`src/rtl/dmem_pkg.sv`:
```
// Shared types and widths for the data-memory responder.
package dmem_pkg;

    localparam int unsigned DATA_W     = 16;
    localparam int unsigned ADDR_BUS_W = 16;
    localparam int unsigned WAIT_W     = 4;

    typedef enum logic [1:0] {
        IDLE,
        WAIT,
        RESP
    } state_e;

endpackage

```
`src/rtl/dmem_if.sv`:
```
// Request/response handshake bundle between the CPU MEM stage and the responder.
interface dmem_if;

    logic                            req_valid;
    logic                            req_write;
    logic [dmem_pkg::ADDR_BUS_W-1:0] req_addr;
    logic [dmem_pkg::DATA_W-1:0]     req_wdata;
    logic                            req_ready;
    logic                            rsp_valid;
    logic                            rsp_ready;
    logic [dmem_pkg::DATA_W-1:0]     rsp_rdata;
    logic                            rsp_err;

    modport master (
        output req_valid, req_write, req_addr, req_wdata, rsp_ready,
        input  req_ready, rsp_valid, rsp_rdata, rsp_err
    );

    modport slave (
        input  req_valid, req_write, req_addr, req_wdata, rsp_ready,
        output req_ready, rsp_valid, rsp_rdata, rsp_err
    );

endinterface

```
`src/rtl/dmem_array.sv`:
```
// Word storage: one synchronous write port and one registered, read-before-write read port.
module dmem_array
    import dmem_pkg::*;
#(
    parameter int unsigned ADDR_W = 8
) (
    input  logic              Clk,
    input  logic              Rst,
    input  logic              acc_en,
    input  logic              wr_en,
    input  logic              rd_en,
    input  logic [ADDR_W-1:0] addr,
    input  logic [DATA_W-1:0] wdata,
    output logic [DATA_W-1:0] rdata
);

    localparam int unsigned DEPTH = 1 << ADDR_W;

    logic [DATA_W-1:0] mem_q [DEPTH];
    logic [DATA_W-1:0] rdata_q;
    logic [DATA_W-1:0] rdata_d;

    // Contents survive reset; only the read register is cleared.
    always_ff @(posedge Clk) begin
        if (wr_en) begin
            mem_q[addr] <= wdata;
        end
    end

    // Non-loads and rejected accesses return zero on the access edge.
    always_comb begin
        rdata_d = rdata_q;
        if (acc_en) begin
            rdata_d = rd_en ? mem_q[addr] : '0;
        end
    end

    always_ff @(posedge Clk or negedge Rst) begin
        if (!Rst) begin
            rdata_q <= '0;
        end else begin
            rdata_q <= rdata_d;
        end
    end

    assign rdata = rdata_q;

endmodule

```
`src/rtl/dmem_responder.sv`:
```
// Stalling data-memory responder: accepts one request, waits WAIT_CYCLES, accesses the array, responds.
module dmem_responder
    import dmem_pkg::*;
#(
    parameter int unsigned ADDR_W      = 8,
    parameter int unsigned WAIT_CYCLES = 2
) (
    input  logic   Clk,
    input  logic   Rst,
    dmem_if.slave  bus,
    output logic   busy
);

    state_e                  state_q,     state_d;
    logic [WAIT_W-1:0]       wait_cnt_q,  wait_cnt_d;
    logic                    lat_write_q, lat_write_d;
    logic [ADDR_BUS_W-1:0]   lat_addr_q,  lat_addr_d;
    logic [DATA_W-1:0]       lat_wdata_q, lat_wdata_d;
    logic                    rsp_valid_q, rsp_valid_d;
    logic                    rsp_err_q,   rsp_err_d;

    logic                    acc_en;
    logic                    in_range;
    logic                    wr_en;
    logic                    rd_en;
    logic [DATA_W-1:0]       arr_rdata;

    // Any address bit above the implemented array marks the access out of range.
    assign in_range = ((lat_addr_q >> ADDR_W) == '0);
    assign wr_en    = acc_en & lat_write_q & in_range;
    assign rd_en    = ~lat_write_q & in_range;

    always_comb begin
        state_d     = state_q;
        wait_cnt_d  = wait_cnt_q;
        lat_write_d = lat_write_q;
        lat_addr_d  = lat_addr_q;
        lat_wdata_d = lat_wdata_q;
        rsp_valid_d = rsp_valid_q;
        rsp_err_d   = rsp_err_q;
        acc_en      = 1'b0;

        unique case (state_q)
            IDLE: begin
                if (bus.req_valid) begin
                    lat_write_d = bus.req_write;
                    lat_addr_d  = bus.req_addr;
                    lat_wdata_d = bus.req_wdata;
                    wait_cnt_d  = WAIT_W'(WAIT_CYCLES);
                    state_d     = WAIT;
                end
            end
            WAIT: begin
                if (wait_cnt_q == '0) begin
                    acc_en      = 1'b1;
                    rsp_valid_d = 1'b1;
                    rsp_err_d   = ~in_range;
                    state_d     = RESP;
                end else begin
                    wait_cnt_d  = wait_cnt_q - WAIT_W'(1);
                end
            end
            RESP: begin
                if (bus.rsp_ready) begin
                    rsp_valid_d = 1'b0;
                    state_d     = IDLE;
                end
            end
            default: begin
                state_d = IDLE;
            end
        endcase
    end

    always_ff @(posedge Clk or negedge Rst) begin
        if (!Rst) begin
            state_q     <= IDLE;
            wait_cnt_q  <= '0;
            lat_write_q <= 1'b0;
            lat_addr_q  <= '0;
            lat_wdata_q <= '0;
            rsp_valid_q <= 1'b0;
            rsp_err_q   <= 1'b0;
        end else begin
            state_q     <= state_d;
            wait_cnt_q  <= wait_cnt_d;
            lat_write_q <= lat_write_d;
            lat_addr_q  <= lat_addr_d;
            lat_wdata_q <= lat_wdata_d;
            rsp_valid_q <= rsp_valid_d;
            rsp_err_q   <= rsp_err_d;
        end
    end

    dmem_array #(
        .ADDR_W (ADDR_W)
    ) u_array (
        .Clk    (Clk),
        .Rst    (Rst),
        .acc_en (acc_en),
        .wr_en  (wr_en),
        .rd_en  (rd_en),
        .addr   (lat_addr_q[ADDR_W-1:0]),
        .wdata  (lat_wdata_q),
        .rdata  (arr_rdata)
    );

    assign bus.req_ready = (state_q == IDLE);
    assign busy          = (state_q != IDLE);
    assign bus.rsp_valid = rsp_valid_q;
    assign bus.rsp_err   = rsp_err_q;
    assign bus.rsp_rdata = arr_rdata;

endmodule

```
`src/flat_wrapper.sv`:
```
// flat-port wrapper written by rule: the top's interface ports become plain ports
module dmem_responder_flat import dmem_pkg::*;
#(
    parameter int unsigned ADDR_W      = 8,
    parameter int unsigned WAIT_CYCLES = 2
)
  (Clk, Rst, busy, bus_req_valid, bus_req_write, bus_req_addr, bus_req_wdata, bus_rsp_ready, bus_req_ready, bus_rsp_valid, bus_rsp_rdata, bus_rsp_err);
  dmem_if bus_i ();
  input  logic Clk;
  input  logic Rst;
  output logic busy;
  input wire logic [$bits(bus_i.req_valid)-1:0] bus_req_valid;
  input wire logic [$bits(bus_i.req_write)-1:0] bus_req_write;
  input wire logic [$bits(bus_i.req_addr)-1:0] bus_req_addr;
  input wire logic [$bits(bus_i.req_wdata)-1:0] bus_req_wdata;
  input wire logic [$bits(bus_i.rsp_ready)-1:0] bus_rsp_ready;
  output wire logic [$bits(bus_i.req_ready)-1:0] bus_req_ready;
  output wire logic [$bits(bus_i.rsp_valid)-1:0] bus_rsp_valid;
  output wire logic [$bits(bus_i.rsp_rdata)-1:0] bus_rsp_rdata;
  output wire logic [$bits(bus_i.rsp_err)-1:0] bus_rsp_err;
  assign bus_i.req_valid = bus_req_valid;
  assign bus_i.req_write = bus_req_write;
  assign bus_i.req_addr = bus_req_addr;
  assign bus_i.req_wdata = bus_req_wdata;
  assign bus_i.rsp_ready = bus_rsp_ready;
  assign bus_req_ready = bus_i.req_ready;
  assign bus_rsp_valid = bus_i.rsp_valid;
  assign bus_rsp_rdata = bus_i.rsp_rdata;
  assign bus_rsp_err = bus_i.rsp_err;
  dmem_responder #(.ADDR_W(ADDR_W), .WAIT_CYCLES(WAIT_CYCLES)) u_core (.Clk(Clk), .Rst(Rst), .bus(bus_i), .busy(busy));
endmodule
```
`config.mk`:
```
export PLATFORM = sky130hd
export DESIGN_NAME = dmem_responder_flat
export DESIGN_NICKNAME = d
export VERILOG_FILES = /design/src/rtl/dmem_pkg.sv /design/src/rtl/dmem_if.sv /design/src/rtl/dmem_array.sv /design/src/rtl/dmem_responder.sv /design/src/flat_wrapper.sv
export SDC_FILE = /design/constraint.sdc
export NUM_CORES = 2
export LEC_CHECK = 0
export BUFFER_PORTS_ARGS = -buffer_cell sky130_fd_sc_hd__clkbuf_2
export CAP_MARGIN = 20
export CELL_PAD_IN_SITES_DETAIL_PLACEMENT = 0
export CELL_PAD_IN_SITES_GLOBAL_PLACEMENT = 2
export CORE_AREA = 2 2 481 841
export DETAILED_ROUTE_END_ITERATION = 8
export DIE_AREA = 0 0 483 843
export PLACE_DENSITY = 0.73
export SLEW_MARGIN = 20
export SYNTH_ARGS = -nofsm -noshare
export SYNTH_HDL_FRONTEND = slang
export SYNTH_SLANG_ARGS = --single-unit
```
`constraint.sdc`:
```
create_clock -name Clk -period 4.02 [get_ports Clk]
set_input_delay 0 -clock Clk [delete_from_list [all_inputs] [get_ports Clk]]
set_output_delay 0 -clock Clk [all_outputs]
set_load 0.005 [all_outputs]
```
==> results.yml <==
worst_setup_path:
  slowest_delay_ns: 0.80
  cpMostUsedCell: "buf_4"
  cp.arrival_ns: 4.69
  crit_fanout: 22
  path_cells: "buf_4, buf_4, mux4_2, and2_1, nor4_2, buf_4, nor4b_2, o221ai_1"
  regToRegStartpoint: "u_core.lat_addr_q[3]"
  cpMaxStageDelayCell: "dfrtp_4"
  startpoint_type: "register"
  critical_path_class: "reg2reg"
  required_ns: 4.80
  cp-end-kind: "register"
  cp-startpoint: "u_core.lat_addr_q[3]"
synth:
  synth_area_leader_cell: "edfxtp_1"
  postSynthAreaPerCell_sq_um: 21.0
  ys_seq_area_share_pct: 78.0
  syn_area_sq_um: 160000
  synth.ff_latch_count: 4153
  synth_cells: 7602
  yosys_warnings: 0
  synth.distinct_cells: 64
  syn_nets: 7641
  synth_top_area_share_pct: 77.1
  async_flop_share_pct: 1.37
  synth-edff-count: 4096
  ys.flop_type: "edfxtp_1"
  synthTopCellsByArea: "edfxtp_1 77%, mux4_2 11%, mux2i_1 3.6%"
floorplanning:
  io-pin-count: 57
  die_x_microns: 483
  die_area_sq_um: 407000
  initial_core_util_pct: 39.8
  core_area_sq_um: 401000
  row_count: 308
  die_y_microns: 843
detailed_routing:
  via_per_inst: 5.78
  drt_first_pass_iters: 6
  drt_iter0_markers: 8667
  vias: 81200
  wl_per_cell_microns: 33.2
  antenna_left: 0
  drc: 0
  drt-total-wl_mm: 467
cells_and_area:
  multiInputGateArea_sq_um: 33300
  num-fill-cells: 33300
  drive_above_1_share_pct: 26.7
  final_area_sq_um: 185000
  final_nets: 8511
  register_area_sq_um: 125000
  syn2layout_area_growth_pct: 16.1
place:
  post-dp-hpwl_mm: 304
  post_dp_cell_area_sq_um: 172000
  port_buffers: 56
  gp_congestion: 0.900
pwr:
  ir_drop_mv: 0.525
  cellPowerDensity_nw_per_um2: 728
  p_leak_nw: 59.6
  p_total_mw: 135
global_routing:
  grt_max_degree: 101
  antenna_found_initial: 20
  grt_pass1_wl_mm: 649
  grt_pass1_vias: 83600
  grt.total_usage_pct: 22.4
  grt-ovfl-total: 0
clock_tree:
  cts.sinks: 4153
  h-tree-depth: 5
  clk_pin_slew_ns: 0.07
  cts_tree: "built"
  clk_path_buf_depth: 4
  clkLatencyLatePin_ns: 0.96
  cts_root_buffer: "clkbuf_16"
  cts_buffers: 360
timing:
  finalSetupViolations: 0
  holdWs_ns: 0.122
  final_max_slew_viol_count: 0
  fin_crit_ns: 3.91
  rsz0062_at_grt: "no"
  tightest_slew_ns: 1.17
  final_hold_viol_count: 0
  skew_ns: 0.0890
  max_freq_ghz: 0.256
  fin_crit_sh_pct: 97.4
  slew_headroom_pct: 21.7
run:
  maxCapViolations: 0
run_status:
  status: "completed"
worst_hold_path:
  hold_class: "in2async"
[flip-flops by register name (all words and copies together), names as in the netlist]
register	flops
u_core.bus.rsp_valid	1
u_core.bus.rsp_err	1
u_core.state_q	2
u_core.u_array.mem_q	4096
u_core.lat_wdata_q	16
u_core.u_array.rdata	16
u_core.lat_addr_q	16
u_core.wait_cnt_q	4
u_core.lat_write_q	1
[logic make-up after synthesis]
group,count (synthesis),share of synthesized area (%)
flops,4153,78.0
mux,1389,14.8
simple gates,821,2.61
buf+inv,478,1.36
xor+xnor,2,0.0110
compound gates,757,3.21
fa+ha+maj,2,0.0157
[path summary, 6_finish.rpt]
kind                       slack (ns)  cells past startpoint                      end
min                              0.12                      4        u_core.state_q[1]
min reg2reg                      0.51                      1    u_core.lat_addr_q[12]
max                              0.11                      8  u_core.u_array.rdata[2]
max in group asynchronous        3.50                      4  u_core.u_array.rdata[4]
min in group Clk                 0.37                      4        u_core.state_q[1]
max reg2reg                      0.11                      8  u_core.u_array.rdata[2]
[synthesized netlist by cell type, types with 3 or more instances]
master	number
buf_1	74
o22ai_1	148
or2_2	3
mux4_2	773
and2_1	21
nand2b_1	7
o21ai_0	62
a31oi_1	60
nor2_1	286
mux2i_1	581
nand3_1	105
nor3_1	4
o211ai_1	32
dfrtp_1	57
and3_1	48
mux2_2	35
o21ai_1	19
clkbuf_1	214
a22oi_1	128
a21o_1	15
o21a_1	14
nand4bb_1	17
edfxtp_1	4096
buf_6	12
o221ai_1	29
a32oi_1	20
nor3b_2	3
nor4_1	65
a21boi_0	15
a211oi_1	3
and3b_1	3
inv_1	5
nor2b_1	11
buf_2	147
a221oi_1	62
a22o_1	31
nand2_1	164
a21oi_1	113
buf_4	25
nand4_1	49
nor4b_2	14
[critical path: cells and delay by family (launching register included)]
kind | cells | cell delay (ns)
AOI/OAI and AO/OA | 1 | 0.22
buffers and inverters | 3 | 0.93
DFF | 1 | 0.80
muxes | 1 | 0.37
and+or+nand+nor | 3 | 1.32
[cell type report]
cell class	instances	area share, %
Timing Repair Buffer	980	4.87
Clock inverter	217	1.19
Tap cell	5270	3.56
Sequential cell	4153	67.2
Antenna cell	21	0.0284
Inverter	6	0.0135
Clock buffer	435	5.12
Multi-Input combinational cell	2971	18.0
[power by group]
| group | switching (mW) | leakage (nW) | internal (mW) | total [mW] |
|---|---|---|---|---|
| registers | 2.11 | 37.5 | 54.3 | 56.4 |
| clock network | 15.7 | 5.68 | 19.5 | 35.2 |
| logic | 27.5 | 16.4 | 15.8 | 43.3 |
| total | 45.3 | 59.6 | 89.6 | 135 |
[what timing repair did]
action                                 4_1_cts  5_1_grt
gates resized for setup                      3        0
setup buffers                                6        0
hold buffers                                92        0
endpoints found under the hold margin       94        0
setup endpoints to repair                    6        0
[layout by cell type (no fill, tap or decap), types with 62 or more instances in the layout]
cell           count
dlygate4sd3_1     91
a21oi_1          113
mux2i_1          575
nand2_1          160
clkbuf_1          64
o22ai_1          148
clkinv_1          71
mux4_2           773
a22oi_1          128
edfxtp_1        4096
buf_4            709
nand3_1          101
clkbuf_16        368
buf_12           124
a221oi_1          62
nor2_1           275
[layer usage]
layer | track usage, % | share of wire [%]
met5 | 0 | 0.0084
met4 | 13.8 | 7.1
met3 | 2.75 | 5.6
met2 | 41.0 | 54
met1 | 24.8 | 34
[through the flow]
stage	worst slack, ns	utilization [%]	setup TNS [ns]	instances
detailed placement	-0.282	43.0	-0.917	13300
finish	0.106	46.2	0	14100
CTS	0.154	46.2	0	14000
global route	0.171	46.2	0	14000
floorplan	0.0364	-	0	7602
global placement	-0.916	43.0	-2.78	13300
Power figures use the tool's default switching activity.
